--- src/rtl/uart_pkg.sv ---
// Shared UART types and constants used by the transmitter and receiver cores.
package uart_pkg;

  localparam int unsigned UART_DATA_WIDTH = 8;
  localparam int unsigned UART_OVERSAMPLE = 16;

  // Serial line levels
  localparam logic LINE_IDLE  = 1'b1;
  localparam logic LINE_START = 1'b0;

  typedef enum logic [1:0] {
    IDLE      = 2'd0,
    START_BIT = 2'd1,
    DATA_BITS = 2'd2,
    STOP_BIT  = 2'd3
  } tx_state_t;

endpackage : uart_pkg

--- src/rtl/uart_tx.sv ---
// UART transmitter: one-entry holding register feeding an 8N1 serializer
// paced by the shared oversampled baud tick.
module uart_tx
  import uart_pkg::*;
#(
  parameter int unsigned DATA_WIDTH      = UART_DATA_WIDTH,
  parameter int unsigned OVERSAMPLE_RATE = UART_OVERSAMPLE
) (
  input  logic                  uart_clk,
  input  logic                  rst_n,
  input  logic                  sample_tick,
  input  logic [DATA_WIDTH-1:0] tx_data,
  input  logic                  tx_valid,
  output logic                  tx_ready,
  output logic                  tx_serial,
  output logic                  tx_active,
  output logic                  tx_done
);

  localparam int unsigned CNT_W = $clog2(OVERSAMPLE_RATE);
  localparam int unsigned BIT_W = $clog2(DATA_WIDTH);

  localparam logic [CNT_W-1:0] CNT_LAST = CNT_W'(OVERSAMPLE_RATE - 1);
  localparam logic [CNT_W-1:0] CNT_ONE  = CNT_W'(1);
  localparam logic [CNT_W-1:0] CNT_ZERO = CNT_W'(0);
  localparam logic [BIT_W-1:0] BIT_LAST = BIT_W'(DATA_WIDTH - 1);
  localparam logic [BIT_W-1:0] BIT_ONE  = BIT_W'(1);
  localparam logic [BIT_W-1:0] BIT_ZERO = BIT_W'(0);

  tx_state_t             state_q,      state_d;
  logic [CNT_W-1:0]      sample_cnt_q, sample_cnt_d;
  logic [BIT_W-1:0]      bit_cnt_q,    bit_cnt_d;
  logic [DATA_WIDTH-1:0] shift_q,      shift_d;
  logic [DATA_WIDTH-1:0] hold_q,       hold_d;
  logic                  ready_d;
  logic                  serial_d;
  logic                  active_d;
  logic                  done_d;
  logic                  hold_full;
  logic                  load;

  // tx_ready is the registered "holding register empty" flag
  assign hold_full = !tx_ready;

  // State, datapath and registered outputs
  always_ff @(posedge uart_clk or negedge rst_n) begin
    if (!rst_n) begin
      state_q      <= IDLE;
      sample_cnt_q <= CNT_ZERO;
      bit_cnt_q    <= BIT_ZERO;
      shift_q      <= '0;
      hold_q       <= '0;
      tx_ready     <= 1'b1;
      tx_serial    <= LINE_IDLE;
      tx_active    <= 1'b0;
      tx_done      <= 1'b0;
    end else begin
      state_q      <= state_d;
      sample_cnt_q <= sample_cnt_d;
      bit_cnt_q    <= bit_cnt_d;
      shift_q      <= shift_d;
      hold_q       <= hold_d;
      tx_ready     <= ready_d;
      tx_serial    <= serial_d;
      tx_active    <= active_d;
      tx_done      <= done_d;
    end
  end

  // Next-state: FSM advances on sample_tick, handshake on every clock
  always_comb begin
    state_d      = state_q;
    sample_cnt_d = sample_cnt_q;
    bit_cnt_d    = bit_cnt_q;
    shift_d      = shift_q;
    hold_d       = hold_q;
    ready_d      = tx_ready;
    serial_d     = tx_serial;
    done_d       = 1'b0;
    load         = 1'b0;

    if (sample_tick) begin
      case (state_q)
        IDLE: begin
          serial_d = LINE_IDLE;
          load     = hold_full;
        end
        START_BIT: begin
          if (sample_cnt_q == CNT_LAST) begin
            sample_cnt_d = CNT_ZERO;
            state_d      = DATA_BITS;
            serial_d     = shift_q[0];
          end else begin
            sample_cnt_d = sample_cnt_q + CNT_ONE;
          end
        end
        DATA_BITS: begin
          if (sample_cnt_q == CNT_LAST) begin
            sample_cnt_d = CNT_ZERO;
            shift_d      = shift_q >> 1;
            if (bit_cnt_q == BIT_LAST) begin
              state_d  = STOP_BIT;
              serial_d = LINE_IDLE;
            end else begin
              bit_cnt_d = bit_cnt_q + BIT_ONE;
              serial_d  = shift_d[0];
            end
          end else begin
            sample_cnt_d = sample_cnt_q + CNT_ONE;
          end
        end
        STOP_BIT: begin
          if (sample_cnt_q == CNT_LAST) begin
            sample_cnt_d = CNT_ZERO;
            done_d       = 1'b1;
            // A queued byte starts its start bit with no idle gap
            if (hold_full) begin
              load = 1'b1;
            end else begin
              state_d = IDLE;
            end
          end else begin
            sample_cnt_d = sample_cnt_q + CNT_ONE;
          end
        end
        default: begin
          // Illegal encoding recovers to an idle line
          state_d      = IDLE;
          serial_d     = LINE_IDLE;
          sample_cnt_d = CNT_ZERO;
          bit_cnt_d    = BIT_ZERO;
        end
      endcase

      if (load) begin
        state_d      = START_BIT;
        serial_d     = LINE_START;
        shift_d      = hold_q;
        ready_d      = 1'b1;
        sample_cnt_d = CNT_ZERO;
        bit_cnt_d    = BIT_ZERO;
      end
    end

    // A new transfer overrides the load's clear of the holding register
    if (tx_valid && tx_ready) begin
      hold_d  = tx_data;
      ready_d = 1'b0;
    end

    active_d = (state_d != IDLE);
  end

endmodule : uart_tx

--- config.mk ---
export PLATFORM = sky130hd
export DESIGN_NAME = uart_tx
export DESIGN_NICKNAME = d
export VERILOG_FILES = /design/src/rtl/uart_pkg.sv /design/src/rtl/uart_tx.sv
export SDC_FILE = /design/constraint.sdc
export NUM_CORES = 1
export LEC_CHECK = 0
export BUFFER_PORTS_ARGS = -buffer_cell sky130_fd_sc_hd__clkbuf_2
export CAP_MARGIN = 20
export CORE_MARGIN = 2
export CORE_UTILIZATION = 51
export CTS_CLUSTER_SIZE = 25
export DETAILED_ROUTE_END_ITERATION = 10
export PLACE_DENSITY_LB_ADDON = 0.15
export SKIP_CTS_REPAIR_TIMING = 1
export SLEW_MARGIN = 20
export SYNTH_ARGS = -nofsm -noshare
export SYNTH_HDL_FRONTEND = slang
export SYNTH_SLANG_ARGS = --single-unit
--- constraint.sdc ---
create_clock -name uart_clk -period 1.75 [get_ports uart_clk]
set_input_delay 0.175 -clock uart_clk [delete_from_list [all_inputs] [get_ports uart_clk]]
set_output_delay 0.175 -clock uart_clk [all_outputs]
set_load 0.005 [all_outputs]
==> insert_results.sql, run 1 <==
INSERT INTO impl_metrics (metric_group, metric, value, unit) VALUES
('timing', 'hold_viol', '0', ''),
('grt', 'grt_util_met3', '6.25', '%'),
('synth', 'ys_types', '40', ''),
('setup_path', 'timing.critical_path.slowest_stage_cell', 'sky130_fd_sc_hd__dfrtp_1', ''),
('setup_path', 'worst-endpoint-arrival', '1.94', 'ns'),
('floorplan', 'ios', '16', ''),
('run', 'max_cap_violations', '0', ''),
('setup_path', 'timing.critical_path.cells', 'inv_1, ha_4, buf_4, o22ai_1, nand3_1, o21ai_1, mux2_2', ''),
('clocking', 'number_of_buffers_added_by_the_clock_tree_synthesis_step', '5', ''),
('floorplan', 'die-area', '3330', 'µm²'),
('cells_and_area', 'count_of_non_filler_cells_in_the_finished_layout', '196', ''),
('synth', 'synth_cells', '128', ''),
('grt', 'global_route_overflow', '0', ''),
('placement', 'place_area', '1690', 'µm²'),
('detailed_routing', 'drc_errors', '0', ''),
('placement', 'place.gp.congestion', '0.901', ''),
('timing', 'worstMarginPinSlew', '0.702', 'ns'),
('setup_path', 'setup.worst_path.end_class', 'register', ''),
('placement', 'portBuffers', '15', ''),
('detailed_routing', 'drt-vias-per-instance', '5.77', ''),
('cells_and_area', 'final_net_count', '185', ''),
('timing', 'rsz0062_at_grt', 'true', ''),
('synth', 'ys_ff_latch', '29', ''),
('clocking', 'worst_setup_hold_path_clk_slew', '0.09', 'ns'),
('grt', 'met2_usage', '35.6', '%'),
('floorplan', 'die_x', '57.7', 'µm'),
('setup_path', 'cp_data_required_time', '2.00', 'ns'),
('cells_and_area', 'insertedDiodeCount', '0', ''),
('detailed_routing', 'antenna_left', '0', ''),
('hold_path', 'worst_hold_path_ep', 'tx_ready$_DFFE_PN1P_', ''),
('setup_path', 'r2r_cells', '7', ''),
('cells_and_area', 'final-seq-area', '728', 'µm²'),
('timing', 'timing.final.max_slew_violations', '0', ''),
('floorplan', 'start_util', '53.4', '%'),
('floorplan', 'std_cell_rows', '19', ''),
('setup_path', 'critPathKind', 'register to register', ''),
('clocking', 'cts_tree', 'done', ''),
('pwr', 'power.static_leakage', '0.836', 'nW'),
('grt', 'grt_antenna_before_repair', '0', ''),
('timing', 'setup-violations-final', '0', ''),
('cells_and_area', 'syn2layout_area_growth', '25.5', '%'),
('detailed_routing', 'via_count', '1130', ''),
('timing', 'finalClockSkew', '0.00931', 'ns'),
('cells_and_area', 'fraction_of_final_layout_cells_with_drive_strength_greater_than_1', '40.6', '%'),
('status', 'run_status', 'complete, no violations', ''),
('pwr', 'worst_ir_drop_vdd', '0.942', 'mV'),
('grt', 'grtUsageMet1', '24.4', '%'),
('setup_path', 'slowest_delay', '0.38', 'ns'),
('timing', 'final.period_utilization', '96.6', '%'),
('cells_and_area', 'multi_input_comb_area', '771', 'µm²'),
('synth', 'yosys_warnings', '0', ''),
('timing', 'max_clock_freq', '0.592', 'GHz'),
('detailed_routing', 'totalWireLength', '3.02', 'mm'),
('cells_and_area', 'n_fill_cell', '218', ''),
('synth', 'post_synth.cell_area_avg', '11.5', 'µm²'),
('hold_path', 'worst_hold_path_type', 'input port to register', ''),
('pwr', 'total_power', '0.00282', 'W'),
('setup_path', 'setup.reg_to_reg.worst_slack', '0.06', 'ns'),
('synth', 'synth_nets', '148', ''),
('cells_and_area', 'postLayoutCellArea', '1850', 'µm²'),
('setup_path', 'critPathBufInv', '2', ''),
('setup_path', 'r2r_end', 'tx_serial$_DFFE_PN1P_', ''),
('clocking', 'cts-htree-levels', '2', ''),
('placement', 'numPlacedInstances', '187', ''),
('synth', 'synth_enable_flop_cells', '0', ''),
('pwr', 'power_density', '1530', 'nW/µm²'),
('grt', 'grt_pass1_wl', '5.24', 'mm'),
('setup_path', 'crit_family', 'flip-flops', ''),
('floorplan', 'core_area', '2760', 'µm²'),
('timing', 'finalCriticalPeriod', '1.69', 'ns'),
('synth', 'synth_ff_type', 'sky130_fd_sc_hd__dfrtp_1', '');
Yosys cell counts (2+ instances only):
cell                       instances  area share, %
sky130_fd_sc_hd__dfrtp_1          27             46
sky130_fd_sc_hd__mux2_2           10            7.7
sky130_fd_sc_hd__nand2b_1          2           0.85
sky130_fd_sc_hd__o21ai_1           4            1.4
sky130_fd_sc_hd__a22o_1            3            1.8
sky130_fd_sc_hd__o21ai_0           2           0.68
sky130_fd_sc_hd__a211oi_1          2            1.0
sky130_fd_sc_hd__buf_2             2           0.68
sky130_fd_sc_hd__inv_1             5            1.3
sky130_fd_sc_hd__nand3_1           6            2.0
sky130_fd_sc_hd__dfstp_2           2            3.6
sky130_fd_sc_hd__a21oi_1           6            2.0
sky130_fd_sc_hd__nor3b_1           2            1.0
sky130_fd_sc_hd__and3_1            2           0.85
sky130_fd_sc_hd__ha_1              8            6.8
sky130_fd_sc_hd__nor2_1            2           0.51
sky130_fd_sc_hd__nor4_1            2           0.85
sky130_fd_sc_hd__o22a_1            7            4.2
sky130_fd_sc_hd__nand2_1           5            1.3
sky130_fd_sc_hd__o21a_1            7            3.6
sky130_fd_sc_hd__clkbuf_1          2           0.51
sky130_fd_sc_hd__o22ai_1           2           0.85
state kept, by name, indices dropped and copies added, names as in the netlist:
signal        cells
tx_done           1
sample_cnt_q      4
hold_q            8
tx_active         1
state_q           2
tx_ready          1
bit_cnt_q         3
tx_serial         1
shift_q           8
metal layers:
layer  routed length, µm  vias up
li1                    -      555
met4                 102        0
met2                1540       25
met1                1270      540
met5                   0        -
met3                 112       10
how the worst max path moves through the flow:
stage                          endpoint            startpoint  slack, ns
3_3_place_gp     shift_q[6]$_DFFE_PN0P_  state_q[0]$_DFF_PN0_      -0.05
5_1_grt          shift_q[1]$_DFFE_PN0P_  state_q[1]$_DFF_PN0_      -0.03
6_report          tx_serial$_DFFE_PN1P_  state_q[0]$_DFF_PN0_       0.06
3_5_place_dp     shift_q[5]$_DFFE_PN0P_  state_q[0]$_DFF_PN0_      -0.11
4_1_cts          shift_q[5]$_DFFE_PN0P_  state_q[0]$_DFF_PN0_      -0.13
2_1_floorplan  bit_cnt_q[0]$_DFFE_PN0P_  state_q[1]$_DFF_PN0_      0.005
power breakdown:
part / leakage, nW / internal [W] / total (W) / switching, W
Combinational: 0.453 / 0.000694 / 0.00125 / 0.000552
Clock: 0.0314 / 0.000189 / 0.000395 / 0.000206
Sequential: 0.351 / 0.000966 / 0.00118 / 0.000211
Total: 0.836 / 0.00185 / 0.00282 / 0.000969
worst reg2reg max path, cell delays in order (launching register included):
cell                      delay, ns
sky130_fd_sc_hd__dfrtp_1       0.38
sky130_fd_sc_hd__inv_1         0.13
sky130_fd_sc_hd__ha_4          0.23
sky130_fd_sc_hd__buf_4         0.15
sky130_fd_sc_hd__o22ai_1       0.19
sky130_fd_sc_hd__nand3_1       0.10
sky130_fd_sc_hd__o21ai_1       0.09
sky130_fd_sc_hd__mux2_2        0.34
cell type report:
| class | instances | area share [%] |
|---|---|---|
| multi-input cells | 88 | 41.7 |
| well taps | 31 | 2.10 |
| clock buffers | 7 | 2.98 |
| inverters | 5 | 1.02 |
| flip-flops and latches | 29 | 39.4 |
| repair buffers | 36 | 12.7 |
kinds of logic (layout without fill, tap and decap cells):
family	count (synthesis)	count (layout)	synth area share [%]
buffers and inverters	11	48	3.74
multiplexers	10	10	7.65
adder cells (fa/ha/maj)	8	8	6.80
AO/OA/AOI/OAI	42	42	21.4
AND/OR/NAND/NOR	28	28	10.9
flip-flops	29	29	49.5
through the flow:
stage	setup WS, ns	utilization (%)
after floorplan	0.00499	-
after global placement	-0.0546	61.3
after detailed placement	-0.106	61.3
after CTS	-0.134	63.3
after global routing	-0.0300	67.0
final	0.0600	67.0
cells in the final DEF (no fill, tap or decap), types with 3 or more instances in the layout:
master / instances
sky130_fd_sc_hd__dfrtp_1: 27
sky130_fd_sc_hd__buf_4: 20
sky130_fd_sc_hd__clkbuf_2: 15
sky130_fd_sc_hd__mux2_2: 10
sky130_fd_sc_hd__o22a_1: 7
sky130_fd_sc_hd__o21a_1: 7
sky130_fd_sc_hd__nand3_1: 6
sky130_fd_sc_hd__ha_1: 6
sky130_fd_sc_hd__inv_1: 5
sky130_fd_sc_hd__nand2_1: 5
sky130_fd_sc_hd__a21oi_1: 5
sky130_fd_sc_hd__clkbuf_4: 5
sky130_fd_sc_hd__o21ai_1: 4
sky130_fd_sc_hd__a22o_1: 3
Note: power is estimated with default switching activity, not from simulation.
==> run 2, diff against run 1 <==
BUFFER_PORTS_ARGS = not set   (was -buffer_cell sky130_fd_sc_hd__clkbuf_2)
CORE_UTILIZATION = 55   (was 51)
DONT_BUFFER_PORTS = 1   (was not set)
==> run 2 against run 1 <==
The run now ends with negative setup slack left. Clock skew grew 0.0043 ns. Critical endpoint unchanged. Routed wire length grew 2.9%. Sequential power is essentially flat. Largest power group is now registers. Clock-buffer cell count is the same.
==> insert_results.sql, run 2 (same netlist as run 1, synthesis figures left out) <==
INSERT INTO impl_metrics (metric_group, metric, value, unit) VALUES
('placement', 'pre_cts_ws', '-0.0177', 'ns'),
('setup_path', 'critical_path_startpoint_category', 'register', ''),
('pwr', 'swShare', '35.5', '%'),
('detailed_routing', 'top_layer', 'met4', ''),
('clocking', 'worst_setup_hold_path_clk_slew', '0.10', 'ns'),
('floorplan', 'die-area', '3110', 'µm²'),
('grt', 'grt_antenna_before_repair', '0', ''),
('placement', 'detailedPlacementHpwl', '2.03', 'mm'),
('floorplan', 'fp.dieH', '55.7', 'µm'),
('detailed_routing', 'detailedRoute.firstIterationViolations', '18', ''),
('cells_and_area', 'largestRegisters', 'hold_q: 8 flops, shift_q: 8 flops, sample_cnt_q: 4 flops', ''),
('detailed_routing', 'via_count', '1111', ''),
('detailed_routing', 'avgRoutedWirePerCell', '16.7', 'µm'),
('timing', 'finalCriticalPeriod', '1.77', 'ns'),
('timing', 'hold_viol', '0', ''),
('placement', 'portBuffers', '0', ''),
('grt', 'first_global_vias', '1064', ''),
('clocking', 'clock_tree.buffer_depth', '2', ''),
('timing', 'worstMarginPinSlew', '0.398', 'ns'),
('grt', 'grt_pass1_wl', '4.75', 'mm'),
('floorplan', 'die_x', '55.7', 'µm'),
('timing', 'postLayoutSetupSlackWorst', '-0.0213', 'ns'),
('detailed_routing', 'drtPass1Iterations', '4', ''),
('clocking', 'cts-htree-levels', '2', ''),
('pwr', 'net-switching-power', '0.000997', 'W'),
('timing', 'max_clock_freq', '0.565', 'GHz'),
('detailed_routing', 'wirelength_met1', '1.37', 'mm'),
('pwr', 'pwr-share-seq', '42.7', '%'),
('clocking', 'cts_root_buf', 'sky130_fd_sc_hd__clkbuf_4', ''),
('run', 'max_cap_violations', '0', ''),
('detailed_routing', 'antenna_left', '0', ''),
('detailed_routing', 'drc_errors', '0', ''),
('pwr', 'comb_power_share', '40.3', '%'),
('pwr', 'power_density', '1500', 'nW/µm²'),
('cells_and_area', 'layout.cells.most_common', 'sky130_fd_sc_hd__dfrtp_1', ''),
('floorplan', 'core_area', '2500', 'µm²'),
('setup_path', 'worst-endpoint-arrival', '2.03', 'ns'),
('pwr', 'power.static_leakage', '0.807', 'nW'),
('setup_path', 'critPathKind', 'register to register', ''),
('timing', 'final.hold.worst_slack', '0.0469', 'ns'),
('detailed_routing', 'drt-vias-per-instance', '5.97', ''),
('timing', 'setup-violations-final', '1', ''),
('pwr', 'intPower', '0.00181', 'W'),
('timing', 'headroom_to_the_max_slew_limit', '73.4', '%'),
('placement', 'numPlacedInstances', '165', ''),
('cells_and_area', 'final_core_util', '74.6', '%'),
('cells_and_area', 'layout_common_cells', 'sky130_fd_sc_hd__dfrtp_1 (27), sky130_fd_sc_hd__buf_4 (14), sky130_fd_sc_hd__dlygate4sd3_1 (11), sky130_fd_sc_hd__mux2_2 (10)', ''),
('cells_and_area', 'syn2layout_area_growth', '26.8', '%'),
('clocking', 'worst_skew_pair.late_latency', '0.33', 'ns'),
('floorplan', 'std_cell_rows', '18', ''),
('floorplan', 'ios', '16', ''),
('placement', 'place.gp.congestion', '0.844', ''),
('clocking', 'cts_tree', 'done', ''),
('grt', 'global_route_overflow', '0', ''),
('status', 'failed_checks', 'negative setup slack', ''),
('timing', 'finalClockSkew', '0.0136', 'ns'),
('detailed_routing', 'met2_length', '1.56', 'mm'),
('pwr', 'worst_ir_drop_vdd', '1.07', 'mV'),
('hold_path', 'worst_hold_path_type', 'input port to register', ''),
('setup_path', 'cp_data_required_time', '2.01', 'ns'),
('timing', 'final.period_utilization', '101', '%'),
('cells_and_area', 'count_of_non_filler_cells_in_the_finished_layout', '186', ''),
('grt', 'global_route_total_usage_across_every_layer', '19.8', '%'),
('floorplan', 'start_util', '58.9', '%'),
('cells_and_area', 'fraction_of_final_layout_cells_with_drive_strength_greater_than_1', '32.7', '%'),
('status', 'run_status', 'finished with violations', ''),
('clocking', 'clock_sinks', '29', ''),
('detailed_routing', 'wl_met3', '120', 'µm'),
('timing', 'timing.final.max_slew_violations', '0', ''),
('detailed_routing', 'totalWireLength', '3.11', 'mm'),
('cells_and_area', 'insertedDiodeCount', '0', ''),
('setup_path', 'worstPathMaxFanout', '4', ''),
('pwr', 'power.clock.fraction', '17.0', '%'),
('clocking', 'number_of_buffers_added_by_the_clock_tree_synthesis_step', '5', ''),
('cells_and_area', 'final_net_count', '175', ''),
('grt', 'grt_start_max_net_pins', '30', ''),
('setup_path', 'setup.worst_path.end_class', 'register', '');
run 2: changes by cell type in the layout (fill, tap and decap cells not counted), moves of 2 or more:
cell,delta
sky130_fd_sc_hd__nor4_4,-2
sky130_fd_sc_hd__clkbuf_2,-15
sky130_fd_sc_hd__ha_2,+2
sky130_fd_sc_hd__buf_4,-6
sky130_fd_sc_hd__nor4_2,+2
sky130_fd_sc_hd__dlygate4sd3_1,+10
run 2: area by class of cell:
type                            count  area [µm²]
Inverter                            5        18.8
Clock inverter                      1        5.00
Tap cell                           30        37.5
Timing Repair Buffer               26         235
Clock buffer                        7        65.1
Multi-Input combinational cell     88         776
Fill cell                         169         634
Sequential cell                    29         728
run 2: worst paths after layout:
path	slack (ns)	end	start	depth (start not counted)
setup / recovery	-0.02	tx_serial$_DFFE_PN1P_	state_q[0]$_DFF_PN0_	7
hold / removal	0.05	sample_cnt_q[3]$_DFFE_PN0P_	sample_tick	2
setup reg to reg	-0.02	tx_serial$_DFFE_PN1P_	state_q[0]$_DFF_PN0_	7
hold reg to reg	0.50	shift_q[0]$_DFFE_PN0P_	shift_q[0]$_DFFE_PN0P_	1
max in group asynchronous	1.24	tx_serial$_DFFE_PN1P_	rst_n	2
min in group asynchronous	0.27	hold_q[1]$_DFFE_PN0P_	rst_n	2
run 2: power by group through the flow:
stage	Clock (W)	Combinational (W)	Sequential [W]
floorplan	0	0.000769	0.00110
global placement	0	0.000910	0.00118
detailed placement	0	0.000952	0.00119
CTS	0.000481	0.000959	0.00118
global route	0.000517	0.00124	0.00123
finish	0.000476	0.00113	0.00120
run 2: metal layers:
| metal | GRT usage, % | vias up |
|---|---|---|
| met3 | 7.21 | 9 |
| met2 | 32.7 | 30 |
| li1 | - | 536 |
| met5 | 0 | - |
| met4 | 8.36 | 0 |
| met1 | 23.1 | 536 |
run 2: stage by stage:
stage	TNS, ns	power, W	instance area (µm²)
4_1_cts	-0.278	0.00262	1640
3_5_place_dp	-0.0439	0.00214	1570
5_1_grt	-0.103	0.00299	1870
6_report	-0.0213	0.00281	1870
2_1_floorplan	0	0.00187	1470
3_3_place_gp	0	0.00209	1570
run 2: worst max-delay path, cell delays in order, from the launching register on:
cell,delay [ns]
sky130_fd_sc_hd__dfrtp_1,0.39
sky130_fd_sc_hd__inv_1,0.08
sky130_fd_sc_hd__ha_2,0.33
sky130_fd_sc_hd__buf_4,0.16
sky130_fd_sc_hd__o22ai_1,0.18
sky130_fd_sc_hd__nand3_1,0.13
sky130_fd_sc_hd__o21ai_2,0.08
sky130_fd_sc_hd__mux2_2,0.34
==> run 3, diff against run 2 <==
clock period = 1.6 ns   (was 1.75 ns; I/O delays follow)
==> run 3 against run 2 <==
Sequential power increased by 8%. Clock-buffer cell count unchanged. Routed wire length increased by 10%. Hold slack got worse by 0.0053 ns. Largest cell class unchanged. Critical endpoint unchanged. Global-route usage increased by 2.3 points. Largest power group is now combinational logic. The flow still finishes with violations (negative setup slack).
==> insert_results.sql, run 3 (same netlist as run 1, synthesis figures left out) <==
INSERT INTO impl_metrics (metric_group, metric, value, unit) VALUES
('detailed_routing', 'antenna_left', '0', ''),
('setup_path', 'worstPathMaxFanout', '7', ''),
('clocking', 'cts-htree-levels', '2', ''),
('timing', 'hold_viol', '0', ''),
('clocking', 'worst_skew_pair.late_latency', '0.33', 'ns'),
('grt', 'grt_start_max_net_pins', '30', ''),
('detailed_routing', 'totalWireLength', '3.43', 'mm'),
('cells_and_area', 'count_of_non_filler_cells_in_the_finished_layout', '198', ''),
('setup_path', 'setup.worst_path.end_class', 'register', ''),
('floorplan', 'std_cell_rows', '18', ''),
('cells_and_area', 'insertedDiodeCount', '0', ''),
('placement', 'place.gp.congestion', '0.871', ''),
('clocking', 'number_of_buffers_added_by_the_clock_tree_synthesis_step', '5', ''),
('clocking', 'clock_sinks', '29', ''),
('clocking', 'worst_setup_hold_path_clk_slew', '0.09', 'ns'),
('placement', 'place_area', '1660', 'µm²'),
('timing', 'finalCriticalPeriod', '1.66', 'ns'),
('timing', 'final.period_utilization', '104', '%'),
('placement', 'portBuffers', '0', ''),
('setup_path', 'cp_data_required_time', '1.88', 'ns'),
('setup_path', 'worst-endpoint-arrival', '1.94', 'ns'),
('setup_path', 'slowest_delay', '0.40', 'ns'),
('timing', 'setup-violations-final', '9', ''),
('status', 'failed_checks', 'negative setup slack', ''),
('cells_and_area', 'fraction_of_final_layout_cells_with_drive_strength_greater_than_1', '41.7', '%'),
('cells_and_area', 'final_net_count', '188', ''),
('run', 'max_cap_violations', '0', ''),
('timing', 'worstMarginPinSlew', '0.345', 'ns'),
('cells_and_area', 'largestRegisters', 'hold_q: 8 flops, shift_q: 8 flops, sample_cnt_q: 4 flops', ''),
('pwr', 'power.static_leakage', '0.885', 'nW'),
('timing', 'max_clock_freq', '0.603', 'GHz'),
('grt', 'grt_pass1_wl', '5.31', 'mm'),
('status', 'run_status', 'finished with violations', ''),
('timing', 'headroom_to_the_max_slew_limit', '77.0', '%'),
('floorplan', 'core_area', '2500', 'µm²'),
('cells_and_area', 'postLayoutCellArea', '2030', 'µm²'),
('setup_path', 'critical_path_startpoint_category', 'register', ''),
('placement', 'detailedPlacementHpwl', '2.11', 'mm'),
('grt', 'global_route_overflow', '0', ''),
('floorplan', 'start_util', '58.9', '%'),
('detailed_routing', 'via_count', '1206', ''),
('timing', 'timing.final.max_slew_violations', '0', ''),
('cells_and_area', 'syn2layout_area_growth', '38.2', '%'),
('timing', 'rsz0062_at_grt', 'true', ''),
('timing', 'postLayoutSetupSlackWorst', '-0.0573', 'ns'),
('floorplan', 'die-area', '3110', 'µm²'),
('clocking', 'cts_root_buf', 'sky130_fd_sc_hd__clkbuf_4', ''),
('grt', 'global_route_total_usage_across_every_layer', '22.1', '%'),
('placement', 'numPlacedInstances', '172', ''),
('clocking', 'cts_tree', 'done', ''),
('floorplan', 'ios', '16', ''),
('cells_and_area', 'layout_common_cells', 'sky130_fd_sc_hd__dfrtp_1 (26), sky130_fd_sc_hd__buf_4 (21), sky130_fd_sc_hd__dlygate4sd3_1 (11), sky130_fd_sc_hd__mux2_2 (10)', ''),
('detailed_routing', 'detailedRoute.firstIterationViolations', '41', ''),
('setup_path', 'timing.critical_path.slowest_stage_cell', 'sky130_fd_sc_hd__dfrtp_1', ''),
('timing', 'finalClockSkew', '0.0132', 'ns'),
('pwr', 'power_density', '1630', 'nW/µm²'),
('detailed_routing', 'drt-vias-per-instance', '6.09', ''),
('detailed_routing', 'drc_errors', '0', ''),
('grt', 'first_global_vias', '1169', ''),
('cells_and_area', 'layout.cells.most_common', 'sky130_fd_sc_hd__dfrtp_1', ''),
('hold_path', 'worst_hold_path_type', 'input port to register', ''),
('floorplan', 'fp.dieH', '55.7', 'µm'),
('detailed_routing', 'drtPass1Iterations', '5', ''),
('pwr', 'worst_ir_drop_vdd', '1.33', 'mV'),
('pwr', 'total_power', '0.00331', 'W'),
('clocking', 'clock_tree.buffer_depth', '2', ''),
('setup_path', 'timing.critical_path.cells', 'buf_4, ha_2, a41o_1, and2_4, buf_6, a31oi_1, mux2_2', ''),
('floorplan', 'die_x', '55.7', 'µm'),
('setup_path', 'critPathKind', 'register to register', ''),
('grt', 'grt_antenna_before_repair', '0', ''),
('detailed_routing', 'avgRoutedWirePerCell', '17.3', 'µm');
-- run 3: cell types whose count changed in the layout (fill, tap and decap cells not counted), moves of 2 or more --
cell                    before  now
sky130_fd_sc_hd__ha_4        0    3
sky130_fd_sc_hd__inv_1       5    3
sky130_fd_sc_hd__buf_4      14   21
sky130_fd_sc_hd__ha_1        5    2
sky130_fd_sc_hd__buf_6       0    5
-- run 3: final cells by class --
| class | instances | area [µm²] |
|---|---|---|
| Sequential cell | 29 | 729 |
| Clock buffer | 7 | 55.1 |
| Fill cell | 127 | 467 |
| Tap cell | 30 | 37.5 |
| Multi-Input combinational cell | 88 | 826 |
| Timing Repair Buffer | 39 | 364 |
| Inverter | 5 | 21.3 |
-- run 3: worst paths after layout --
kind	start	endpoint	slack, ns	depth (start not counted)
setup / recovery	state_q[0]$_DFF_PN0_	tx_serial$_DFFE_PN1P_	-0.06	7
hold / removal	sample_tick	sample_cnt_q[3]$_DFFE_PN0P_	0.04	2
setup reg to reg	state_q[0]$_DFF_PN0_	tx_serial$_DFFE_PN1P_	-0.06	7
hold reg to reg	shift_q[4]$_DFFE_PN0P_	shift_q[4]$_DFFE_PN0P_	0.50	1
max in group asynchronous	rst_n	tx_serial$_DFFE_PN1P_	1.11	2
min in group asynchronous	rst_n	tx_done$_DFF_PN0_	0.25	2
-- run 3: power breakdown --
part	internal [W]	total (W)	switching, W
Clock	0.000207	0.000449	0.000242
Sequential	0.00106	0.00129	0.000231
Combinational	0.000881	0.00157	0.000690
-- run 3: stage by stage --
stage | setup TNS [ns] | hold slack, ns | worst slack [ns] | utilization (%)
2_1_floorplan | -0.0278 | -0.136 | -0.0278 | -
3_3_place_gp | -0.686 | -0.135 | -0.0925 | 66.3
4_1_cts | -1.58 | -0.497 | -0.144 | 68.5
5_1_grt | -1.21 | 0.0485 | -0.116 | 81.3
3_5_place_dp | -1.34 | -0.135 | -0.131 | 66.3
6_report | -0.226 | 0.0415 | -0.0573 | 81.3
-- run 3: worst max-delay path: cells and delay by family (launching register included) --
family,cells,cell delay (ns)
fa+ha+maj,1,0.21
mux,1,0.19
buf+inv,2,0.28
flops,1,0.40
simple gates,1,0.15
compound gates,2,0.39
-- run 3: layer usage --
| metal | up-vias | GRT usage [%] | part of all wire, % |
|---|---|---|---|
| met4 | 0 | 11.1 | 2.2 |
| met1 | 591 | 25.8 | 42 |
| met5 | - | 0 | 0 |
| met3 | 10 | 7.91 | 5.4 |
| li1 | 564 | - | - |
| met2 | 41 | 35.9 | 50 |
